===== src/rtl/exu_seq_pkg.sv =====
// -----------------------------------------------------------------------------
// exu_seq_pkg
// Shared definitions for the EXU multicycle sequencer:
//   - RV32 major opcode constants used to classify the retiring instruction
//   - state_e    : sequencer FSM states
//   - exu_req_t  : decoded instruction bundle (fields + operands + pc + imm)
//   - br_target  : wrap-around branch target adder
// -----------------------------------------------------------------------------
package exu_seq_pkg;

    localparam int EXU_XLEN = 32;
    // Wide enough for the largest legal latency preload (ALU_LAT-1 = 14).
    localparam int CNT_W    = 4;

    localparam logic [6:0] OPCODE_BRANCH = 7'b1100011;
    localparam logic [6:0] OPCODE_ARITH  = 7'b0010011;
    localparam logic [6:0] OPCODE_R      = 7'b0110011;
    localparam logic [6:0] OPCODE_LUI    = 7'b0110111;
    localparam logic [6:0] OPCODE_AUIPC  = 7'b0010111;
    localparam logic [6:0] OPCODE_LOAD   = 7'b0000011;
    localparam logic [6:0] OPCODE_STORE  = 7'b0100011;

    typedef enum logic [1:0] {
        IDLE = 2'd0,
        EXEC = 2'd1,
        DONE = 2'd2
    } state_e;

    typedef struct packed {
        logic [6:0]          opcode;
        logic [2:0]          func3;
        logic [6:0]          func7;
        logic [EXU_XLEN-1:0] op1;
        logic [EXU_XLEN-1:0] op2;
        logic [EXU_XLEN-1:0] pc;
        logic [EXU_XLEN-1:0] imm;
    } exu_req_t;

    // pc + imm, truncated to the datapath width (wraps mod 2^XLEN).
    function automatic logic [EXU_XLEN-1:0] br_target(input logic [EXU_XLEN-1:0] pc,
                                                      input logic [EXU_XLEN-1:0] imm);
        return pc + imm;
    endfunction

endpackage


===== src/rtl/exu_seq_if.sv =====
// -----------------------------------------------------------------------------
// exu_seq_if
// Bundles the three sequencer-facing buses:
//   in_*  : IDU -> sequencer instruction handshake (valid/ready)
//   exu_* : sequencer -> EXU operands, plus exu_res coming back
//   out_* : sequencer -> LSU/WBU result handshake (valid/ready)
// Modports:
//   slave  : the sequencer (accepts instructions, drives EXU and result)
//   master : the surrounding core / testbench
// -----------------------------------------------------------------------------
interface exu_seq_if #(
    parameter int XLEN = 32
);
    logic            in_valid;
    logic            in_ready;
    logic [6:0]      in_opcode;
    logic [2:0]      in_func3;
    logic [6:0]      in_func7;
    logic [XLEN-1:0] in_op1;
    logic [XLEN-1:0] in_op2;
    logic [XLEN-1:0] in_pc;
    logic [XLEN-1:0] in_imm;

    logic [XLEN-1:0] exu_op1;
    logic [XLEN-1:0] exu_op2;
    logic [6:0]      exu_opcode;
    logic [2:0]      exu_func3;
    logic [6:0]      exu_func7;
    logic [XLEN-1:0] exu_res;

    logic            out_valid;
    logic            out_ready;
    logic [XLEN-1:0] out_res;
    logic [6:0]      out_opcode;
    logic            out_br_taken;
    logic [XLEN-1:0] out_br_target;

    modport slave (
        input  in_valid, in_opcode, in_func3, in_func7, in_op1, in_op2, in_pc, in_imm,
        output in_ready,
        output exu_op1, exu_op2, exu_opcode, exu_func3, exu_func7,
        input  exu_res,
        output out_valid, out_res, out_opcode, out_br_taken, out_br_target,
        input  out_ready
    );

    modport master (
        output in_valid, in_opcode, in_func3, in_func7, in_op1, in_op2, in_pc, in_imm,
        input  in_ready,
        input  exu_op1, exu_op2, exu_opcode, exu_func3, exu_func7,
        output exu_res,
        input  out_valid, out_res, out_opcode, out_br_taken, out_br_target,
        output out_ready
    );

endinterface


===== src/rtl/exu_seq_cnt.sv =====
// -----------------------------------------------------------------------------
// exu_seq_cnt
// Loadable down-counter with zero flag, used to time the ALU latency.
// Ports:
//   clk, rst_n   : clock, asynchronous active-low reset (count -> 0)
//   load_i       : load load_val_i (takes priority over dec_i)
//   load_val_i   : preload value
//   dec_i        : decrement by one; saturates at zero
//   zero_o       : count is zero
// -----------------------------------------------------------------------------
module exu_seq_cnt #(
    parameter int W = 4
) (
    input  logic         clk,
    input  logic         rst_n,
    input  logic         load_i,
    input  logic [W-1:0] load_val_i,
    input  logic         dec_i,
    output logic         zero_o
);

    logic [W-1:0] cnt_q, cnt_d;

    always_comb begin
        cnt_d = cnt_q;
        if (load_i) begin
            cnt_d = load_val_i;
        end else if (dec_i && (cnt_q != '0)) begin
            cnt_d = cnt_q - 1'b1;
        end
    end

    always_ff @(posedge clk or negedge rst_n) begin
        if (!rst_n) begin
            cnt_q <= '0;
        end else begin
            cnt_q <= cnt_d;
        end
    end

    assign zero_o = (cnt_q == '0);

endmodule


===== src/rtl/exu_seq.sv =====
// -----------------------------------------------------------------------------
// exu_seq
// Multicycle sequencer around the EXU/ALU datapath. Accepts one decoded
// instruction, holds its operands on the EXU for ALU_LAT cycles, captures the
// result and presents it (with branch decision and pc+imm target) downstream.
//
// Parameters:
//   XLEN    : datapath width (must match exu_seq_pkg::EXU_XLEN)
//   ALU_LAT : cycles from operand drive to valid exu_res, 1..15
// Ports:
//   clk     : core clock
//   rst_n   : asynchronous active-low reset
//   flush   : kill the in-flight instruction; wins over every other event
//   bus     : exu_seq_if.slave (in_*, exu_*, out_* buses)
//   busy    : state != IDLE
//   perf_busy_cyc / perf_stall_cyc / perf_retired : only when the
//             EXU_SEQ_PERF_EN macro is defined
// -----------------------------------------------------------------------------
module exu_seq
    import exu_seq_pkg::*;
#(
    parameter int XLEN    = EXU_XLEN,
    parameter int ALU_LAT = 2
) (
    input  logic         clk,
    input  logic         rst_n,
    input  logic         flush,
    exu_seq_if.slave     bus,
    output logic         busy
`ifdef EXU_SEQ_PERF_EN
    ,
    output logic [31:0]  perf_busy_cyc,
    output logic [31:0]  perf_stall_cyc,
    output logic [31:0]  perf_retired
`endif
);

    if ((ALU_LAT < 1) || (ALU_LAT > 15)) begin : g_bad_lat
        $error("exu_seq: ALU_LAT=%0d outside legal range 1..15", ALU_LAT);
    end
    if (XLEN != EXU_XLEN) begin : g_bad_xlen
        $error("exu_seq: XLEN=%0d differs from exu_seq_pkg::EXU_XLEN", XLEN);
    end

    // The counter is preloaded with ALU_LAT-1 on accept, so the capture edge
    // lands exactly ALU_LAT edges after the accept edge.
    localparam logic [CNT_W-1:0] CNT_LOAD = CNT_W'(ALU_LAT - 1);

    state_e          state_q, state_d;
    exu_req_t        req_q, req_d;
    logic [XLEN-1:0] res_q, res_d;
    logic [XLEN-1:0] target_q, target_d;
    logic            br_taken_q, br_taken_d;

    logic            in_ready_w;
    logic            accept;
    logic            cnt_dec;
    logic            cnt_zero;

    exu_seq_cnt #(
        .W (CNT_W)
    ) u_cnt (
        .clk        (clk),
        .rst_n      (rst_n),
        .load_i     (accept),
        .load_val_i (CNT_LOAD),
        .dec_i      (cnt_dec),
        .zero_o     (cnt_zero)
    );

    always_comb begin
        state_d    = state_q;
        req_d      = req_q;
        res_d      = res_q;
        br_taken_d = br_taken_q;
        target_d   = target_q;
        cnt_dec    = 1'b0;

        // DONE with out_ready retires this edge, so a new accept can share it.
        in_ready_w = rst_n & ~flush &
                     ((state_q == IDLE) | ((state_q == DONE) & bus.out_ready));
        accept     = in_ready_w & bus.in_valid;

        case (state_q)
            IDLE: begin
                if (accept) begin
                    state_d = EXEC;
                end
            end
            EXEC: begin
                if (cnt_zero) begin
                    if (!flush) begin
                        res_d      = bus.exu_res;
                        br_taken_d = (req_q.opcode == OPCODE_BRANCH) & bus.exu_res[0];
                        target_d   = br_target(req_q.pc, req_q.imm);
                    end
                    state_d = DONE;
                end else begin
                    cnt_dec = 1'b1;
                end
            end
            DONE: begin
                if (bus.out_ready) begin
                    state_d = accept ? EXEC : IDLE;
                end
            end
            default: begin
                state_d = IDLE;
            end
        endcase

        if (accept) begin
            req_d.opcode = bus.in_opcode;
            req_d.func3  = bus.in_func3;
            req_d.func7  = bus.in_func7;
            req_d.op1    = bus.in_op1;
            req_d.op2    = bus.in_op2;
            req_d.pc     = bus.in_pc;
            req_d.imm    = bus.in_imm;
        end

        if (flush) begin
            state_d = IDLE;
        end
    end

    always_ff @(posedge clk or negedge rst_n) begin
        if (!rst_n) begin
            state_q <= IDLE;
        end else begin
            state_q <= state_d;
        end
    end

    always_ff @(posedge clk or negedge rst_n) begin
        if (!rst_n) begin
            req_q      <= '0;
            res_q      <= '0;
            br_taken_q <= 1'b0;
            target_q   <= '0;
        end else begin
            req_q      <= req_d;
            res_q      <= res_d;
            br_taken_q <= br_taken_d;
            target_q   <= target_d;
        end
    end

    assign bus.in_ready      = in_ready_w;
    assign bus.exu_op1       = req_q.op1;
    assign bus.exu_op2       = req_q.op2;
    assign bus.exu_opcode    = req_q.opcode;
    assign bus.exu_func3     = req_q.func3;
    assign bus.exu_func7     = req_q.func7;
    assign bus.out_valid     = (state_q == DONE);
    assign bus.out_res       = res_q;
    assign bus.out_opcode    = req_q.opcode;
    assign bus.out_br_taken  = br_taken_q;
    assign bus.out_br_target = target_q;
    assign busy              = (state_q != IDLE);

`ifdef EXU_SEQ_PERF_EN
    logic [31:0] perf_busy_q, perf_stall_q, perf_ret_q;

    always_ff @(posedge clk or negedge rst_n) begin
        if (!rst_n) begin
            perf_busy_q  <= '0;
            perf_stall_q <= '0;
            perf_ret_q   <= '0;
        end else begin
            if (state_q == EXEC) begin
                perf_busy_q <= perf_busy_q + 32'd1;
            end
            if ((state_q == DONE) && !bus.out_ready) begin
                perf_stall_q <= perf_stall_q + 32'd1;
            end
            if ((state_q == DONE) && bus.out_ready) begin
                perf_ret_q <= perf_ret_q + 32'd1;
            end
        end
    end

    assign perf_busy_cyc  = perf_busy_q;
    assign perf_stall_cyc = perf_stall_q;
    assign perf_retired   = perf_ret_q;
`endif

endmodule


===== src/flat_wrapper.sv =====
// flat-port wrapper written by rule: the top's interface ports become plain ports
module exu_seq_flat import exu_seq_pkg::*;
#(
    parameter int XLEN    = EXU_XLEN,
    parameter int ALU_LAT = 2
)
  (clk, rst_n, flush, busy, bus_in_valid, bus_in_opcode, bus_in_func3, bus_in_func7, bus_in_op1, bus_in_op2, bus_in_pc, bus_in_imm, bus_in_ready, bus_exu_op1, bus_exu_op2, bus_exu_opcode, bus_exu_func3, bus_exu_func7, bus_exu_res, bus_out_valid, bus_out_res, bus_out_opcode, bus_out_br_taken, bus_out_br_target, bus_out_ready);
  exu_seq_if #(.XLEN(XLEN)) bus_i ();
  input  logic clk;
  input  logic rst_n;
  input  logic flush;
  output logic busy;
  input wire logic [$bits(bus_i.in_valid)-1:0] bus_in_valid;
  input wire logic [$bits(bus_i.in_opcode)-1:0] bus_in_opcode;
  input wire logic [$bits(bus_i.in_func3)-1:0] bus_in_func3;
  input wire logic [$bits(bus_i.in_func7)-1:0] bus_in_func7;
  input wire logic [$bits(bus_i.in_op1)-1:0] bus_in_op1;
  input wire logic [$bits(bus_i.in_op2)-1:0] bus_in_op2;
  input wire logic [$bits(bus_i.in_pc)-1:0] bus_in_pc;
  input wire logic [$bits(bus_i.in_imm)-1:0] bus_in_imm;
  output wire logic [$bits(bus_i.in_ready)-1:0] bus_in_ready;
  output wire logic [$bits(bus_i.exu_op1)-1:0] bus_exu_op1;
  output wire logic [$bits(bus_i.exu_op2)-1:0] bus_exu_op2;
  output wire logic [$bits(bus_i.exu_opcode)-1:0] bus_exu_opcode;
  output wire logic [$bits(bus_i.exu_func3)-1:0] bus_exu_func3;
  output wire logic [$bits(bus_i.exu_func7)-1:0] bus_exu_func7;
  input wire logic [$bits(bus_i.exu_res)-1:0] bus_exu_res;
  output wire logic [$bits(bus_i.out_valid)-1:0] bus_out_valid;
  output wire logic [$bits(bus_i.out_res)-1:0] bus_out_res;
  output wire logic [$bits(bus_i.out_opcode)-1:0] bus_out_opcode;
  output wire logic [$bits(bus_i.out_br_taken)-1:0] bus_out_br_taken;
  output wire logic [$bits(bus_i.out_br_target)-1:0] bus_out_br_target;
  input wire logic [$bits(bus_i.out_ready)-1:0] bus_out_ready;
  assign bus_i.in_valid = bus_in_valid;
  assign bus_i.in_opcode = bus_in_opcode;
  assign bus_i.in_func3 = bus_in_func3;
  assign bus_i.in_func7 = bus_in_func7;
  assign bus_i.in_op1 = bus_in_op1;
  assign bus_i.in_op2 = bus_in_op2;
  assign bus_i.in_pc = bus_in_pc;
  assign bus_i.in_imm = bus_in_imm;
  assign bus_in_ready = bus_i.in_ready;
  assign bus_exu_op1 = bus_i.exu_op1;
  assign bus_exu_op2 = bus_i.exu_op2;
  assign bus_exu_opcode = bus_i.exu_opcode;
  assign bus_exu_func3 = bus_i.exu_func3;
  assign bus_exu_func7 = bus_i.exu_func7;
  assign bus_i.exu_res = bus_exu_res;
  assign bus_out_valid = bus_i.out_valid;
  assign bus_out_res = bus_i.out_res;
  assign bus_out_opcode = bus_i.out_opcode;
  assign bus_out_br_taken = bus_i.out_br_taken;
  assign bus_out_br_target = bus_i.out_br_target;
  assign bus_i.out_ready = bus_out_ready;
  exu_seq #(.XLEN(XLEN), .ALU_LAT(ALU_LAT)) u_core (.clk(clk), .rst_n(rst_n), .flush(flush), .bus(bus_i), .busy(busy));
endmodule

===== config.mk =====
export PLATFORM = sky130hd
export DESIGN_NAME = exu_seq_flat
export DESIGN_NICKNAME = d
export VERILOG_FILES = /design/src/rtl/exu_seq_pkg.sv /design/src/rtl/exu_seq_if.sv /design/src/rtl/exu_seq_cnt.sv /design/src/rtl/exu_seq.sv /design/src/flat_wrapper.sv
export SDC_FILE = /design/constraint.sdc
export NUM_CORES = 1
export LEC_CHECK = 0
export ABC_AREA = 0
export BUFFER_PORTS_ARGS = -buffer_cell sky130_fd_sc_hd__buf_2
export CORE_MARGIN = 5
export CORE_UTILIZATION = 40
export CTS_CLUSTER_DIAMETER = 40
export DETAILED_ROUTE_END_ITERATION = 7
export PLACE_DENSITY = 0.65
export SETUP_SLACK_MARGIN = 0.15
export SLEW_MARGIN = 10
export SYNTH_ARGS = -nofsm -noshare
export SYNTH_HDL_FRONTEND = slang
export SYNTH_SLANG_ARGS = --single-unit

===== constraint.sdc =====
create_clock -name clk -period 2.9 [get_ports clk]
set_clock_uncertainty 0.15 [all_clocks]
set_input_delay 0.145 -clock clk [delete_from_list [all_inputs] [get_ports clk]]
set_output_delay 0.145 -clock clk [all_outputs]
set_load 0.005 [all_outputs]

==> results of run 1 <==
power by group through the flow:
stage | sequential [mW] | clock [mW] | combinational (mW)
detailed placement | 4.30 | 0 | 3.03
global placement | 4.28 | 0 | 2.97
finish | 4.27 | 4.48 | 3.25
floorplan | 4.24 | 0 | 2.00
CTS | 4.27 | 4.58 | 3.24
global route | 4.38 | 4.72 | 3.67
worst max path at each step:
stage | start | endpoint | slack (ns) | cells after the start
final | u_core.req_q[0]$_DFFE_PN0P_ | u_core.bus.out_br_target[30]$_DFFE_PN0P_ | 0.22 | 10
after global routing | u_core.req_q[0]$_DFFE_PN0P_ | u_core.bus.out_br_target[18]$_DFFE_PN0P_ | 0.11 | 10
after CTS | u_core.req_q[0]$_DFFE_PN0P_ | u_core.bus.out_br_target[18]$_DFFE_PN0P_ | 0.18 | 10
after detailed placement | u_core.req_q[0]$_DFFE_PN0P_ | u_core.bus.out_br_target[18]$_DFFE_PN0P_ | 0.19 | 10
after global placement | u_core.req_q[0]$_DFFE_PN0P_ | u_core.bus.out_br_target[18]$_DFFE_PN0P_ | 0.24 | 10
after floorplan | u_core.req_q[0]$_DFFE_PN0P_ | u_core.bus.out_br_target[18]$_DFFE_PN0P_ | 0.36 | 9
area by class of cell:
class	count	area share
clock buffers	43	0.06614
clock inverters	21	0.01873
diodes	5	0.0008288
inverters	11	0.002735
repair buffers	530	0.2427
well taps	335	0.02777
flip-flops and latches	216	0.3581
multi-input cells	883	0.2831
cells by family (layout without fill, tap and decap cells):
family | after synthesis | after routing | share of synthesized area
adders and majority gates | 34 | 34 | 0.04084
AOI/OAI and AO/OA | 140 | 140 | 0.07755
xor gates and xnor gates | 28 | 28 | 0.02314
buffers and inverters | 161 | 605 | 0.09042
muxes | 2 | 2 | 0.002007
DFF | 216 | 216 | 0.5099
other | 0 | 5 | 0
and+or+nand+nor | 679 | 679 | 0.2561
per-layer routing:
| metal | GRT usage | share of wire | vias to the layer above |
|---|---|---|---|
| li1 | - | - | 4800 |
| met1 | 0.2649 | 0.41 | 4607 |
| met2 | 0.3655 | 0.48 | 375 |
| met3 | 0.05197 | 0.067 | 83 |
| met4 | 0.08090 | 0.039 | 0 |
| met5 | 0 | 0 | - |
per-stage QoR:
step	instance area (um^2)	power, mW	hold slack (ns)	cells	worst slack (ns)
2_1_floorplan	10600	6.235	-0.3006	1260	0.3613
3_3_place_gp	11960	7.254	-0.1595	1793	0.2393
6_report	15100	12.01	0.03851	2044	0.2205
4_1_cts	15070	12.08	0.02594	2039	0.1838
3_5_place_dp	11960	7.336	-0.1609	1793	0.1936
5_1_grt	15100	12.76	0.04447	2044	0.1116
synthesized netlist by cell type, types with 8 or more instances:
cell type | n | area share
nand4_1 | 9 | 0.0053
a21oi_1 | 41 | 0.019
o21ai_1 | 20 | 0.0094
inv_1 | 11 | 0.0039
o21ai_0 | 32 | 0.015
xnor2_1 | 13 | 0.011
xor2_1 | 15 | 0.012
clkbuf_1 | 44 | 0.016
nor3_1 | 8 | 0.0038
nand3_1 | 10 | 0.0047
nand2_1 | 594 | 0.21
buf_4 | 89 | 0.063
ha_1 | 33 | 0.039
dfrtp_1 | 216 | 0.51
buf_2 | 16 | 0.0076
nor2_1 | 25 | 0.0089
state kept, by name (all words and copies together), names as in the netlist:
name and count:
u_core.req_q 64, u_core.bus.exu_opcode 7, u_core.bus.exu_op1 32, u_core.state_q 2, u_core.bus.exu_func3 3, u_core.bus.exu_op2 32, u_core.bus.exu_func7 7, u_core.u_cnt.cnt_q 4
u_core.bus.out_br_target 32, u_core.bus.out_res 32, u_core.bus.out_br_taken 1
critical path, stage by stage (launching register included):
cell and delay [ns]:
dfrtp_1 0.39, ha_1 0.24, fa_1 0.44, a211oi_1 0.26, buf_4 0.16, o21ai_2 0.09, a21oi_1 0.24, a21oi_2 0.12
a21oi_2 0.26, or4_1 0.15, nand3_1 0.07
repair_timing:
item / CTS / global route
hold buffers: 182 / 0
resized for setup: 0 / 5
hold endpoints to repair: 396 / 0
setup endpoints to repair: 0 / 7
setup buffers: 0 / 0
==> out/metrics.cfg, run 1 <==
[grt]
gr-total-overflow=0
grt_pass1_wl_um=53610
grt_use_total=0.2146
grt_pass1_vias=10380
grt_max_degree=127
antenna_found_initial=5

[placed_design]
place_hpwl_um=21660
gp_congestion=0.8909
numPortBuffers=337

[cts]
cts.path.max_buffers=3
path_clk_slew_ns=0.05
cts_tree=done
insertion_delay_ns=0.50
cts.sink_count=216
numCtsBuffers=36
htree_num_levels=2
cts_root_buf=clkbuf_16

[logic_synthesis]
synth_fp_nets=1476
ys_dominant_reg_cell=dfrtp_1
ys_seq_area_frac=0.5099
synth-edff-count=0
netlist_instances=1260
synth.avg_cell_area_um2=8.413
yosys_warnings=0
synth_cell_type_count=55
async_flop_share=1.000
synth-seq-cells=216
synth_area_mm2=0.01060

[route]
via_per_inst=4.826
wirelength_um=32560
detail-route-antenna-nets=0
routedWlPerCell_um=15.93
vias=9865
drc=0
drt-initial-drc-count=635
firstDrtPassIters=5

[sta]
rsz0062_at_grt=true
setup_tns_ns=0
finalCritPeriodShare=0.9240
final-hold-violation-count=0
drv_slew=0
slew_headroom=0.3991
finalSetupViolations=0
period_minus_slack_ns=2.679
max_clock_freq_ghz=0.3732
worstMarginPinSlew_ns=0.9013

[hold_path]
hold_depth=3
hold_class=in -> reg
holdPathEnd=u_core.u_cnt.cnt_q[1]$_DFFE_PN0P_
holdCritStartpoint=bus_in_valid

[worst_setup_path]
worst-r2r-cell-count=10
path_max_fanout=4
startpoint_type=register
timing.rr.end=u_core.bus.out_br_target[30]$_DFFE_PN0P_
required_ns=3.12
r2r_start=u_core.req_q[0]$_DFFE_PN0P_
r2r_slack_ns=0.22
worstSetupEndpointType=register
cp_data_arrival_time_ns=2.90
crit_type=reg -> reg

[flow_run]
drv_cap=0

[floorplan]
die_w_um=172.8
dieArea_mm2=0.02986
design.core.area_mm2=0.02606
placementRows=59
pin_count=338
die_h_um=172.8
start_util=0.4068

[cells_and_area]
drive_gt1_frac=0.2541
num-fill-cells=2240
multiInputGateArea_mm2=0.004273
finalNetCount=1894
seq_area_mm2=0.005405
layout.cells.most_common=nand2_1
final_cell_mix=nand2_1 (593), buf_2 (336), dfrtp_1 (216)
area_growth_pct=42.41
final_core_util=0.5793

[power_and_ir_drop]
p_leak_nw=8.128
p_sw_mw=3.803
p_per_area_mw_per_mm2=795.4
p_comb_frac=0.271
clkPwrFrac=0.373
swShare=0.3167
p_seq_frac=0.356
ir_worst_vdd_uv=439.5
internal_power_mw=8.204

[outcome]
outcome=completed

(Power assumes the default switching activity.)
==> run 2: changes to the inputs <==
--- a/config.mk
+++ b/config.mk
@@ -7,6 +7,7 @@
 export LEC_CHECK = 0
 export ABC_AREA = 0
 export BUFFER_PORTS_ARGS = -buffer_cell sky130_fd_sc_hd__buf_2
+export CORE_ASPECT_RATIO = 1.5
 export CORE_MARGIN = 5
 export CORE_UTILIZATION = 40
 export CTS_CLUSTER_DIAMETER = 40
==> run 2 against run 1 <==
Via count decreased by 1.6%. Non-clock buffer count rose by 11. Maximum frequency rose by 0.63%. Cell area down 1.7%. Critical endpoint is now u_core.bus.out_br_target[28]$_DFFE_PN0P_. Clock power down 21%. Critical path depth decreased by 2. Sequential cell count unchanged. Sequential share of layout area increased by 0.63 points. Power down 8.1%. Critical path type unchanged. Cell count shrank 0.29%. First-iteration DRC count shrank 24%.
==> out/metrics.cfg, run 2 (same netlist as run 1, synthesis figures left out) <==
[outcome]
outcome=completed

[cts]
cts_tree=done
cts.sink_count=216
insertion_delay_ns=0.53
cts_root_buf=clkbuf_16
path_clk_slew_ns=0.06
htree_num_levels=1
cts.path.max_buffers=3
post_cts_buffers=0
numCtsBuffers=27

[grt]
gr-total-overflow=0
grt_max_degree=148
grt_use_total=0.2052
grt_pass1_wl_um=50770
grt_pass1_vias=10170
antenna_found_initial=1

[sta]
finalCritPeriodShare=0.9182
rsz0062_at_grt=false
final-hold-violation-count=0
worstMarginPinSlew_ns=0.8923
setup_slack_ns=0.2373
drv_slew=0
slew_headroom=0.4051
max_clock_freq_ghz=0.3756
period_minus_slack_ns=2.663
setup_tns_ns=0
finalSetupViolations=0

[placed_design]
place_hpwl_um=20890
numPortBuffers=337
dp_worst_setup_slack_ns=0.08419
gp_congestion=0.9163

[worst_setup_path]
required_ns=3.14
crit_type=reg -> reg
cp_data_arrival_time_ns=2.90
path_max_fanout=7
crit_buf_inv=0
crit_family=compound AO/OA/AOI/OAI gates
crit_chain=ha_1 > nand4_2 > nor4_2 > nand2_1 > a31oi_1 > a21oi_1 > a221oi_1 > o31ai_1
worstSetupEndpointType=register
slowest_delay_ns=0.42
startpoint_type=register
critPathSlowestCell=ha_1

[cells_and_area]
seq_area_mm2=0.005405
finalNetCount=1896
final_cell_mix=nand2_1 (593), buf_2 (336), dfrtp_1 (216)
area_growth_pct=39.93
regMostFlops=u_core.req_q
largest_reg_flops=64
multiInputGateArea_mm2=0.004267
num-fill-cells=2291
drive_gt1_frac=0.2465
layout.cells.most_common=nand2_1

[power_and_ir_drop]
p_leak_nw=8.004
p_per_area_mw_per_mm2=743.6
ir_worst_vdd_uv=565.0

[floorplan]
design.core.area_mm2=0.02631
start_util=0.4030
placementRows=73
pin_count=338
dieArea_mm2=0.02992
die_w_um=142.9
die_h_um=209.4

[route]
wirelength_um=31180
vias=9710
firstDrtPassIters=5
via_per_inst=4.764
drt-initial-drc-count=483
detail-route-antenna-nets=0
routedWlPerCell_um=15.30
drc=0

[hold_path]
hold_class=in -> async

[flow_run]
drv_cap=0

run 2: area by class of cell:
class / instances / area share
timing repair buffer: 541 / 0.2520
inverter: 11 / 0.002784
clock inverter: 16 / 0.01544
tap: 337 / 0.02843
sequential: 216 / 0.3644
clock buffer: 33 / 0.04909
antenna: 1 / 0.0001687
multi-input combinational: 883 / 0.2876
run 2: report_power, final:
group          internal (mW)  switching (mW)
logic                   1.48            1.76
registers               3.79           0.436
clock network           2.18            1.38
run 2: per-layer routing:
metal | track usage | vias to the layer above | wire, um
met4 | 0.08331 | 0 | 1111
met3 | 0.03943 | 73 | 2287
met2 | 0.3559 | 382 | 15660
li1 | - | 4792 | -
met5 | 0 | - | 0
met1 | 0.2479 | 4463 | 12120
run 2: what timing repair did:
item	CTS	global route
cloned	0	0
endpoints found under the setup margin	1	2
endpoints found under the hold margin	399	0
resized for setup	1	2
hold buffers	189	0
pin swaps	0	1
run 2: worst reg2reg max path, cell delays in order (launching register included):
cell and delay [ns]:
dfrtp_1 0.38, ha_1 0.42, nand4_2 0.16, nor4_2 0.40
nand2_1 0.15, a31oi_1 0.31, a21oi_1 0.17, a221oi_1 0.28
o31ai_1 0.12
run 2: path summary, 6_finish.rpt:
kind	start	endpoint	cells past startpoint	slack [ns]
setup / recovery	u_core.req_q[10]$_DFFE_PN0P_	u_core.bus.out_br_target[28]$_DFFE_PN0P_	8	0.24
hold / removal	rst_n	u_core.req_q[62]$_DFFE_PN0P_	3	0.10
setup reg to reg	u_core.req_q[10]$_DFFE_PN0P_	u_core.bus.out_br_target[28]$_DFFE_PN0P_	8	0.24
hold reg to reg	u_core.bus.exu_op1[23]$_DFFE_PN0P_	u_core.bus.exu_op1[23]$_DFFE_PN0P_	2	0.32
max in group asynchronous	rst_n	u_core.req_q[63]$_DFFE_PN0P_	3	1.73
min in group clk	bus_in_op1[9]	u_core.bus.exu_op1[9]$_DFFE_PN0P_	4	0.19
run 2: stage by stage:
step,power [mW],instances,util,hold slack (ns),instance area (um^2)
CTS,11.12,2037,0.5635,0.1536,14820
finish,11.03,2038,0.5639,0.1021,14830
detailed placement,7.299,1799,0.4550,-0.2039,11970
floorplan,6.235,1260,-,-0.3006,10600
global route,11.78,2038,0.5639,0.1724,14830
global placement,7.216,1799,0.4550,-0.2038,11970
